$ cat src/rtl/common_pkg.sv
// Shared LCD definitions: reader FSM state encoding, default bus timing
// constants and a small sizing helper. The LCD writer imports the same package.
package common_pkg;

    typedef enum logic [2:0] {
        IDLE,
        SETUP,
        E_HI1,
        GAP,
        E_HI2,
        DONE
    } lcd_rd_state_t;

    localparam int LCD_SETUP_CYCLES  = 2;
    localparam int LCD_E_HIGH_CYCLES = 5;
    localparam int LCD_E_GAP_CYCLES  = 2;
    localparam int LCD_MAX_POLLS     = 255;

    // Largest of three timing parameters, used to size the shared phase counter
    function automatic int max3(input int a, input int b, input int c);
        int m;
        m = (a > b) ? a : b;
        return (m > c) ? m : c;
    endfunction

endpackage

$ cat src/rtl/lcd_reader.sv
// 4-bit LCD read engine: issues one byte read as two E strobes (high nibble,
// then low nibble) and presents the assembled byte with a one-cycle valid.
// Optional feature macro: LCD_READER_BUSY_WAIT_EN -- re-reads the busy
// flag/address register while bit 7 is set, up to MAX_POLLS reads, flagging
// o_rd_timeout when the limit is reached.
module lcd_reader
    import common_pkg::*;
#(
    parameter int SETUP_CYCLES  = LCD_SETUP_CYCLES,
    parameter int E_HIGH_CYCLES = LCD_E_HIGH_CYCLES,
    parameter int E_GAP_CYCLES  = LCD_E_GAP_CYCLES,
    parameter int MAX_POLLS     = LCD_MAX_POLLS
) (
    input  logic       i_clk,
    input  logic       i_rst_n,
    input  logic       i_rd_req,
    input  logic       i_RS,
    inout  wire  [3:0] io_LCD_data,
    output logic       o_E,
    output logic       o_RW,
    output logic       o_RS,
    output logic [7:0] o_rd_data,
    output logic       o_rd_valid,
    output logic       o_rd_timeout,
    output logic       o_is_ready
);

    localparam int MAX_PHASE = max3(SETUP_CYCLES, E_HIGH_CYCLES, E_GAP_CYCLES);
    localparam int CNT_W     = $clog2(MAX_PHASE + 1);

    localparam logic [CNT_W-1:0] SETUP_LAST = CNT_W'(SETUP_CYCLES - 1);
    localparam logic [CNT_W-1:0] E_LAST     = CNT_W'(E_HIGH_CYCLES - 1);
    localparam logic [CNT_W-1:0] GAP_LAST   = CNT_W'(E_GAP_CYCLES - 1);

    // Every phase must last at least one cycle for the counter compares to work
    if (SETUP_CYCLES < 1 || E_HIGH_CYCLES < 1 || E_GAP_CYCLES < 1 || MAX_POLLS < 1) begin : g_bad_params
        $error("lcd_reader: timing parameters and MAX_POLLS must all be >= 1");
    end

    // The reader only listens on the nibble bus
    assign io_LCD_data = 4'bzzzz;

    lcd_rd_state_t    state_reg, state_next;
    logic [CNT_W-1:0] cnt_reg;
    logic             rs_reg, rs_next;
    logic             sample_hi, sample_lo;
    logic             final_read;   // the read now completing ends the request
    logic             retry;        // DONE loops back to SETUP for another poll

    assign sample_hi = (state_reg == E_HI1) && (cnt_reg == E_LAST);
    assign sample_lo = (state_reg == E_HI2) && (cnt_reg == E_LAST);
    assign rs_next   = ((state_reg == IDLE) && i_rd_req) ? i_RS : rs_reg;

    // Next-state decode; requests are only looked at in IDLE
    always_comb begin
        state_next = state_reg;
        case (state_reg)
            IDLE:    if (i_rd_req)                state_next = SETUP;
            SETUP:   if (cnt_reg == SETUP_LAST)   state_next = E_HI1;
            E_HI1:   if (cnt_reg == E_LAST)       state_next = GAP;
            GAP:     if (cnt_reg == GAP_LAST)     state_next = E_HI2;
            E_HI2:   if (cnt_reg == E_LAST)       state_next = DONE;
            DONE:    state_next = retry ? SETUP : IDLE;
            default: state_next = IDLE;
        endcase
    end

    // State register plus shared phase counter, cleared on every state change
    always_ff @(posedge i_clk or negedge i_rst_n) begin
        if (!i_rst_n) begin
            state_reg <= IDLE;
            cnt_reg   <= '0;
            rs_reg    <= 1'b0;
        end else begin
            state_reg <= state_next;
            rs_reg    <= rs_next;
            if (state_next != state_reg || state_reg == IDLE)
                cnt_reg <= '0;
            else
                cnt_reg <= cnt_reg + 1'b1;
        end
    end

    // Registered bus controls and status, decoded from the state being entered
    always_ff @(posedge i_clk or negedge i_rst_n) begin
        if (!i_rst_n) begin
            o_E        <= 1'b0;
            o_RW       <= 1'b0;
            o_RS       <= 1'b0;
            o_rd_valid <= 1'b0;
            o_is_ready <= 1'b1;
        end else begin
            o_E        <= (state_next == E_HI1) || (state_next == E_HI2);
            o_RW       <= (state_next != IDLE);
            o_RS       <= (state_next != IDLE) ? rs_next : 1'b0;
            o_rd_valid <= sample_lo && final_read;
            o_is_ready <= (state_next == IDLE);
        end
    end

    // Capture each nibble on the edge that ends its E-high window
    always_ff @(posedge i_clk or negedge i_rst_n) begin
        if (!i_rst_n)
            o_rd_data <= 8'h00;
        else if (sample_hi)
            o_rd_data[7:4] <= io_LCD_data;
        else if (sample_lo)
            o_rd_data[3:0] <= io_LCD_data;
    end

`ifdef LCD_READER_BUSY_WAIT_EN
    localparam int POLL_W = $clog2(MAX_POLLS + 1);

    logic [POLL_W-1:0] poll_cnt_reg;
    logic              retry_reg;
    logic              busy_seen;

    // Bit 7 of a busy-flag read is already latched when the low nibble lands
    assign busy_seen  = !rs_reg && o_rd_data[7];
    assign final_read = !busy_seen || (int'(poll_cnt_reg) + 1 >= MAX_POLLS);
    assign retry      = retry_reg;

    // Count reads within one request and decide at each byte end whether to poll again
    always_ff @(posedge i_clk or negedge i_rst_n) begin
        if (!i_rst_n) begin
            poll_cnt_reg <= '0;
            retry_reg    <= 1'b0;
            o_rd_timeout <= 1'b0;
        end else begin
            o_rd_timeout <= 1'b0;
            if (state_reg == IDLE) begin
                poll_cnt_reg <= '0;
                retry_reg    <= 1'b0;
            end else if (sample_lo) begin
                poll_cnt_reg <= poll_cnt_reg + 1'b1;
                retry_reg    <= !final_read;
                o_rd_timeout <= busy_seen && final_read;
            end
        end
    end
`else
    assign final_read   = 1'b1;
    assign retry        = 1'b0;
    assign o_rd_timeout = 1'b0;
`endif

endmodule

$ cat config.mk
export PLATFORM = sky130hd
export DESIGN_NAME = lcd_reader
export DESIGN_NICKNAME = d
export VERILOG_FILES = /design/src/rtl/common_pkg.sv /design/src/rtl/lcd_reader.sv
export SDC_FILE = /design/constraint.sdc
export NUM_CORES = 1
export LEC_CHECK = 0
export ABC_AREA = 1
export CAP_MARGIN = 30
export CORE_UTILIZATION = 41
export CTS_CLUSTER_SIZE = 8
export DETAILED_ROUTE_END_ITERATION = 6
export PLACE_DENSITY = 0.7
export SYNTH_ARGS = -nofsm -noshare
export SYNTH_HDL_FRONTEND = slang
export SYNTH_SLANG_ARGS = --single-unit
$ cat constraint.sdc
create_clock -name i_clk -period 1.2 [get_ports i_clk]
set_input_delay 0.24 -clock i_clk [delete_from_list [all_inputs] [get_ports i_clk]]
set_output_delay 0.24 -clock i_clk [all_outputs]
set_load 0.01 [all_outputs]
---- After elaboration in Yosys (flattened, before gate mapping) ----
Cells that the tools add are included.
word-level totals
  bits of input ports ..................... 4
  flip-flop bits (word level) ............. 14
  bits in latches ......................... 0
  memories kept ........................... 0
  ROM bits ................................ 0
  logic and storage cells ................. 39
  RAM bits ................................ 0
  output and inout port bits .............. 18
cells by class
  muxes and demuxes ....................... 9
  order comparisons ....................... 0
  shift-type cells ........................ 0
  divide/modulo/power cells ............... 0
  eq/ne operators ......................... 9
  add/sub/neg operators ................... 1
  reduce and logical (&&, ||, !) cells .... 9
  bitwise operators ....................... 1
  multipliers ............................. 0
operators with widths
  operator                                       number
  two-way mux 3 bit                              6
  case mux 3 bit (5 select lines)                1
  == test 3 x 2 -> 1 bit, second input constant  3
  == test 3 bit, second input constant           3
  == test 3 x 1 -> 1 bit, second input constant  2
  logical NOT 3 bit                              2
  adder 3 x 1 -> 3 bit, second input constant    1
  logical AND 1 bit                              3
  inequality test 3 bit                          1
  nonzero test 3 bit                             1
  logical OR 1 bit                               2
  two-way mux 1 bit                              2
  AND reduction 2 bit                            1
  NOT 1 bit                                      1

---- Logic depth before layout (Yosys ltp) ----
Gate-level depths: netlist (run 1).
  word-level depth ........................ 6
  gate-level depth with buffers ........... 10

---- Worst setup path after synthesis (run 1) ----
OpenSTA, ideal clock, no wires.
  path type ............................... register to register
  from .................................... register cnt_reg[0]
  to ...................................... register o_RS
  setup time .............................. 0.117 ns
  arrival time ............................ 1.204 ns
  path slack .............................. -0.121 ns
  period minus slack after synthesis ...... 1.321 ns
  buffers on the path ..................... 0
  stages on the path, launching flop included .. 9
  cells stage by stage .................... dfrtp_1 inv_1 ha_1 nand2_1 clkinv_1 nand4_1 nand3_4 nor2_4 nor2_1
between the ends
  cells in the longest elaborated chain, start to end .. 5
  elaborated cells on any way between the ends .. 9
  classes of those cells .................. eq/ne (2); mux (6); reduce/logical (1)
ends and longest elaborated chain
  item                                                            RTL line          RTL
  start, declared                                                 lcd_reader.sv:44  logic [CNT_W-1:0] cnt_reg;
  start signal, assigned                                          lcd_reader.sv:80  cnt_reg <= cnt_reg + 1'b1;
  == test 3 bit / == test 3 x 1 -> 1 bit (equally long branches)  --
  two-way mux 3 bit (on tied branches)                            --
  case mux 3 bit (5 select lines) (*)                             lcd_reader.sv:57  case (state_reg)
  via state_next[0]                                               lcd_reader.sv:43  lcd_rd_state_t state_reg, state_next;
  nonzero test 3 bit (*)                                          lcd_reader.sv:95  o_RS <= (state_next != IDLE) ? rs_next : 1'b0;
  two-way mux 1 bit (*)                                           lcd_reader.sv:95
  end signal, assigned                                            lcd_reader.sv:95
  end, declared                                                   lcd_reader.sv:21  output logic o_RS,
Mark *: on every way through the listed nets, which the timed path passes. The rest lies on a longest branch.
A chain may end at the register's enable or synchronous reset.

---- Worst setup path in the final report (run 1) ----
  from .................................... register cnt_reg[1]
  to ...................................... register cnt_reg[0]
between the ends
  cells in the longest elaborated chain, start to end .. 6
  elaborated cells on any way between the ends .. 10
  classes of those cells .................. eq/ne (3); mux (6); reduce/logical (1)
ends and longest elaborated chain
  item                                                            RTL line          RTL
  == test 3 bit / == test 3 x 1 -> 1 bit (equally long branches)  --
  two-way mux 3 bit (on tied branches)                            --
  case mux 3 bit (5 select lines) (*)                             lcd_reader.sv:57
  via state_next[0]                                               lcd_reader.sv:43
  inequality test 3 bit (*)                                       lcd_reader.sv:77  if (state_next != state_reg || state_reg == IDLE)
  logical OR 1 bit (*)                                            lcd_reader.sv:77
  two-way mux 3 bit (*)                                           lcd_reader.sv:77
Marked as above.

==> results of run 1 <==
-- power by group through the flow --
stage	registers [mW]	logic, mW	clock network, mW
6_report	0.738	1.43	0.355
5_1_grt	0.751	1.56	0.380
4_1_cts	0.745	1.23	0.367
3_5_place_dp	0.744	1.17	0
3_3_place_gp	0.734	1.13	0
2_1_floorplan	0.758	0.770	0
-- worst register-to-register path, stage by stage (launching register included) --
cell and delay (ns):
dfrtp_1 0.39, inv_2 0.06, ha_2 0.17, inv_2 0.05, nor2_4 0.16, nor2_2 0.08
nor2_4 0.10, nand3_4 0.11, nand2_2 0.08, nand3_2 0.08, nor2_1 0.11
-- cells in the mapped netlist --
master     n  area [um^2]
inv_2      4         15.0
nand2_1   16         60.1
ha_1       3         37.5
nand3_1    4         20.0
nand3_4    1         17.5
xnor2_1    1         8.76
a21oi_2    1         8.76
nand2_2    3         18.8
nand3_2    1         10.0
dfstp_2    1         26.3
nor2_2     3         18.8
conb_1     1         3.75
nor2_1    10         37.5
a21oi_1    1         5.00
dfrtp_1   13          325
nor2_4     2         22.5
nand4_1    1         6.26
buf_4     11         82.6
clkinv_1   1         3.75
and2_1     1         6.26
inv_1     12         45.0
-- path summary, 6_finish.rpt --
check / start / to / slack (ns) / cells after the start
max reg2reg: cnt_reg[1]$_DFF_PN0_ / cnt_reg[0]$_DFF_PN0_ / -0.25 / 10
min reg2reg: cnt_reg[0]$_DFF_PN0_ / cnt_reg[0]$_DFF_PN0_ / 0.59 / 2
min in group i_clk: cnt_reg[0]$_DFF_PN0_ / cnt_reg[0]$_DFF_PN0_ / 0.59 / 2
min: i_rst_n / cnt_reg[2]$_DFF_PN0_ / 0.24 / 2
max: cnt_reg[1]$_DFF_PN0_ / cnt_reg[0]$_DFF_PN0_ / -0.25 / 10
max in group asynchronous: i_rst_n / o_is_ready$_DFF_PN1_ / 0.72 / 2
-- cells by family after synthesis --
family	count (synthesis)
and+or+nand+nor	42
buffers and inverters	28
DFF	14
adders and majority gates	3
AOI/OAI and AO/OA	2
xor gates and xnor gates	1
other	1
-- through the flow --
step                      TNS [ns]  setup WS (ns)  hold slack, ns
after floorplan             -0.497        -0.0996         -0.0556
after global placement       -1.54         -0.199           0.510
after detailed placement     -1.98         -0.262           0.526
after CTS                    -1.89         -0.231           0.243
after global routing         -3.05         -0.332           0.266
final                        -2.04         -0.246           0.241
-- final cells by class --
cell class              instances  area (um^2)
clock buffers                   4         36.3
fillers                       153          586
inverters                      17         65.1
multi-input cells              53          355
flip-flops and latches         14          353
well taps                      25         31.3
repair buffers                 38          319
-- layer usage --
layer	vias to the layer above	wire length, um	GRT usage
met2	21	991	0.337
met3	5	57	0.0357
li1	323	-	-
met5	-	0	0
met4	0	42	0.127
met1	323	728	0.190
-- what timing repair did --
item,in CTS,in global routing
pin swaps,2,1
hold endpoints to repair,0,0
setup endpoints to repair,25,24
setup buffers,7,5
resized for setup,48,14
==> qor.log, run 1 <==
INFO  grt            overflow=0
INFO  power_and_ir_drop sequentialPowerShare=0.292
INFO  logic_synthesis synthXorXnorAreaFrac=0.0112
INFO  finish         drive_above_1_share=0.532
INFO  die            floorplan.initialDensity=0.447
INFO  logic_synthesis post_synthesis_compound_gate_area_fraction=0.0177
INFO  clock_network  holdBufCountCts=0
INFO  clock_network  cts.htree.levels=1
INFO  sta            max_freq=692MHz
INFO  routing        via_count=672
INFO  logic_synthesis synth-simple-area-share=0.279
INFO  power_and_ir_drop switch_pwr=1.05mW
INFO  logic_synthesis mappedNetlistArea=779um^2
INFO  power_and_ir_drop power.ir.vdd_worst=1.14mV
INFO  worst_setup_path timing.critical_path.slowest_stage_cell=dfrtp_1
INFO  logic_synthesis postSynthAreaPerCell=8.57um^2
INFO  sta            setup_viol=12
INFO  worst_setup_path setup.worst_path.start_class=flop
INFO  finish         finish.cell_count_without_fillers=151
INFO  flow_run       drv_cap=0
INFO  grt            track_usage=0.186
INFO  placement      hpwlAfterDp=1170um
INFO  sta            finClkSkew=0.00483ns
INFO  grt            first_global_vias=617
INFO  finish         final_cell_mix=buf_4, dfrtp_1, nand2_1, inv_1
INFO  clock_network  total_clock_sinks=14
INFO  routing        vias_per_cell=4.45
INFO  power_and_ir_drop part_of_the_power_in_the_clock_network=0.141
INFO  worst_setup_path cp_data_required_time=1.43ns
INFO  worst_setup_path data_arrival_critical_path=1.68ns
INFO  placement      numPlacedInstances=135
INFO  worst_setup_path timing.critical_path.fanout_max=4
INFO  logic_synthesis synth_top_family_by_area=simple AND/OR/NAND/NOR gates
INFO  sta            final_min_period_over_clock_period=1.20
INFO  routing        wire_per_inst=12.1um
INFO  logic_synthesis synth.ff_latch_count=14
INFO  worst_setup_path worst_path_dominant_cell_family=simple AND/OR/NAND/NOR gates
INFO  run_status     failed_checks=negative setup slack
INFO  power_and_ir_drop power.share.combinational=0.567
INFO  routing        detail-route-antenna-nets=0
INFO  finish         layout.nets=134
INFO  die            design.portCount=22
INFO  power_and_ir_drop p_per_area=2180mW/mm^2
INFO  die            die-width=45.6um
INFO  logic_synthesis synthMuxAreaShare=0
INFO  grt            grt_antenna_before_repair=0
INFO  die            dieArea=0.00208mm^2
INFO  routing        detail_route.wirelength=1820um
INFO  finish         antenna_cells_inserted=0
INFO  sta            period_minus_slack=1.45ns
INFO  worst_setup_path critical_path.endpoint_type=flop
INFO  run_status     status=finished, violations left
INFO  worst_setup_path cp_num_buf_inv=2
INFO  finish         area_delta_synth_final=48.8%
INFO  routing        drt_iter0_drc=14
INFO  die            coreArea=0.00175mm^2
INFO  placement      port-buffer-count=16
INFO  power_and_ir_drop p_leak=0.632nW
INFO  finish         layout.core_utilization=0.665
INFO  die            die_y=45.6um
INFO  clock_network  worstSkewPairLatency=0.30ns
INFO  clock_network  worst_setup_hold_path_clk_slew=0.09ns
INFO  placement      placedInstanceArea=1000um^2
INFO  logic_synthesis sequential_to_total_area_share_from_yosys_stat=0.451
INFO  sta            setup_slack=-0.246ns
INFO  power_and_ir_drop power_switching_share=0.416
INFO  finish         post-route-cell-area=0.00116mm^2
INFO  sta            rsz0062_at_grt=true
INFO  power_and_ir_drop overall_power_consumption=2.53mW
INFO  logic_synthesis yosys_warnings=0
INFO  routing        post-route-drc-count=0
INFO  hold_path      worst_hold_path_type=input pin to async pin
INFO  clock_network  total_clock_buffers_created_by_cts=3
INFO  routing        drt_pre_antenna_iters=4
INFO  logic_synthesis post_synth_fa_ha_maj_area_fraction=0.0482
INFO  sta            slew_violations=0
INFO  grt            grt_first_pass_wirelength=2570um
INFO  grt            largest_net_degree_at_the_start_of_global_routing=15
INFO  logic_synthesis yosys.cell_types.count=21
INFO  worst_setup_path criticalPathCategory=flop to flop
INFO  logic_synthesis postSynthCellCount=91
INFO  placement      gpl.final_weighted_congestion=0.831
INFO  power_and_ir_drop cell_internal_pwr=1.48mW
INFO  sta            final-hold-violation-count=0
INFO  finish         layout_commonest_cell=buf_4
INFO  clock_network  cts_tree=built
INFO  worst_setup_path path_cells=inv_2 -> ha_2 -> inv_2 -> nor2_4 -> nor2_2 -> nor2_4 -> nand3_4 -> nand2_2 -> nand3_2 -> nor2_1
INFO  worst_setup_path cpPeakStageDelay=0.39ns
INFO  clock_network  clock_tree.buffer_depth=2
INFO  die            placement_rows=15
INFO  clock_network  ctsRootBufferMaster=clkbuf_4
Power figures use the tool's default switching activity.
==> run 2, diff against run 1 <==
--- a/config.mk
+++ b/config.mk
@@ -6,8 +6,10 @@
 export NUM_CORES = 1
 export LEC_CHECK = 0
 export ABC_AREA = 1
+export ABC_CLOCK_PERIOD_IN_PS = 1200
 export CAP_MARGIN = 30
 export CORE_UTILIZATION = 41
+export CTS_CLUSTER_DIAMETER = 120
 export CTS_CLUSTER_SIZE = 8
 export DETAILED_ROUTE_END_ITERATION = 6
 export PLACE_DENSITY = 0.7
==> results of run 2 <==
Same layout as run 1: the final DEF is identical, and so are final timing and power.
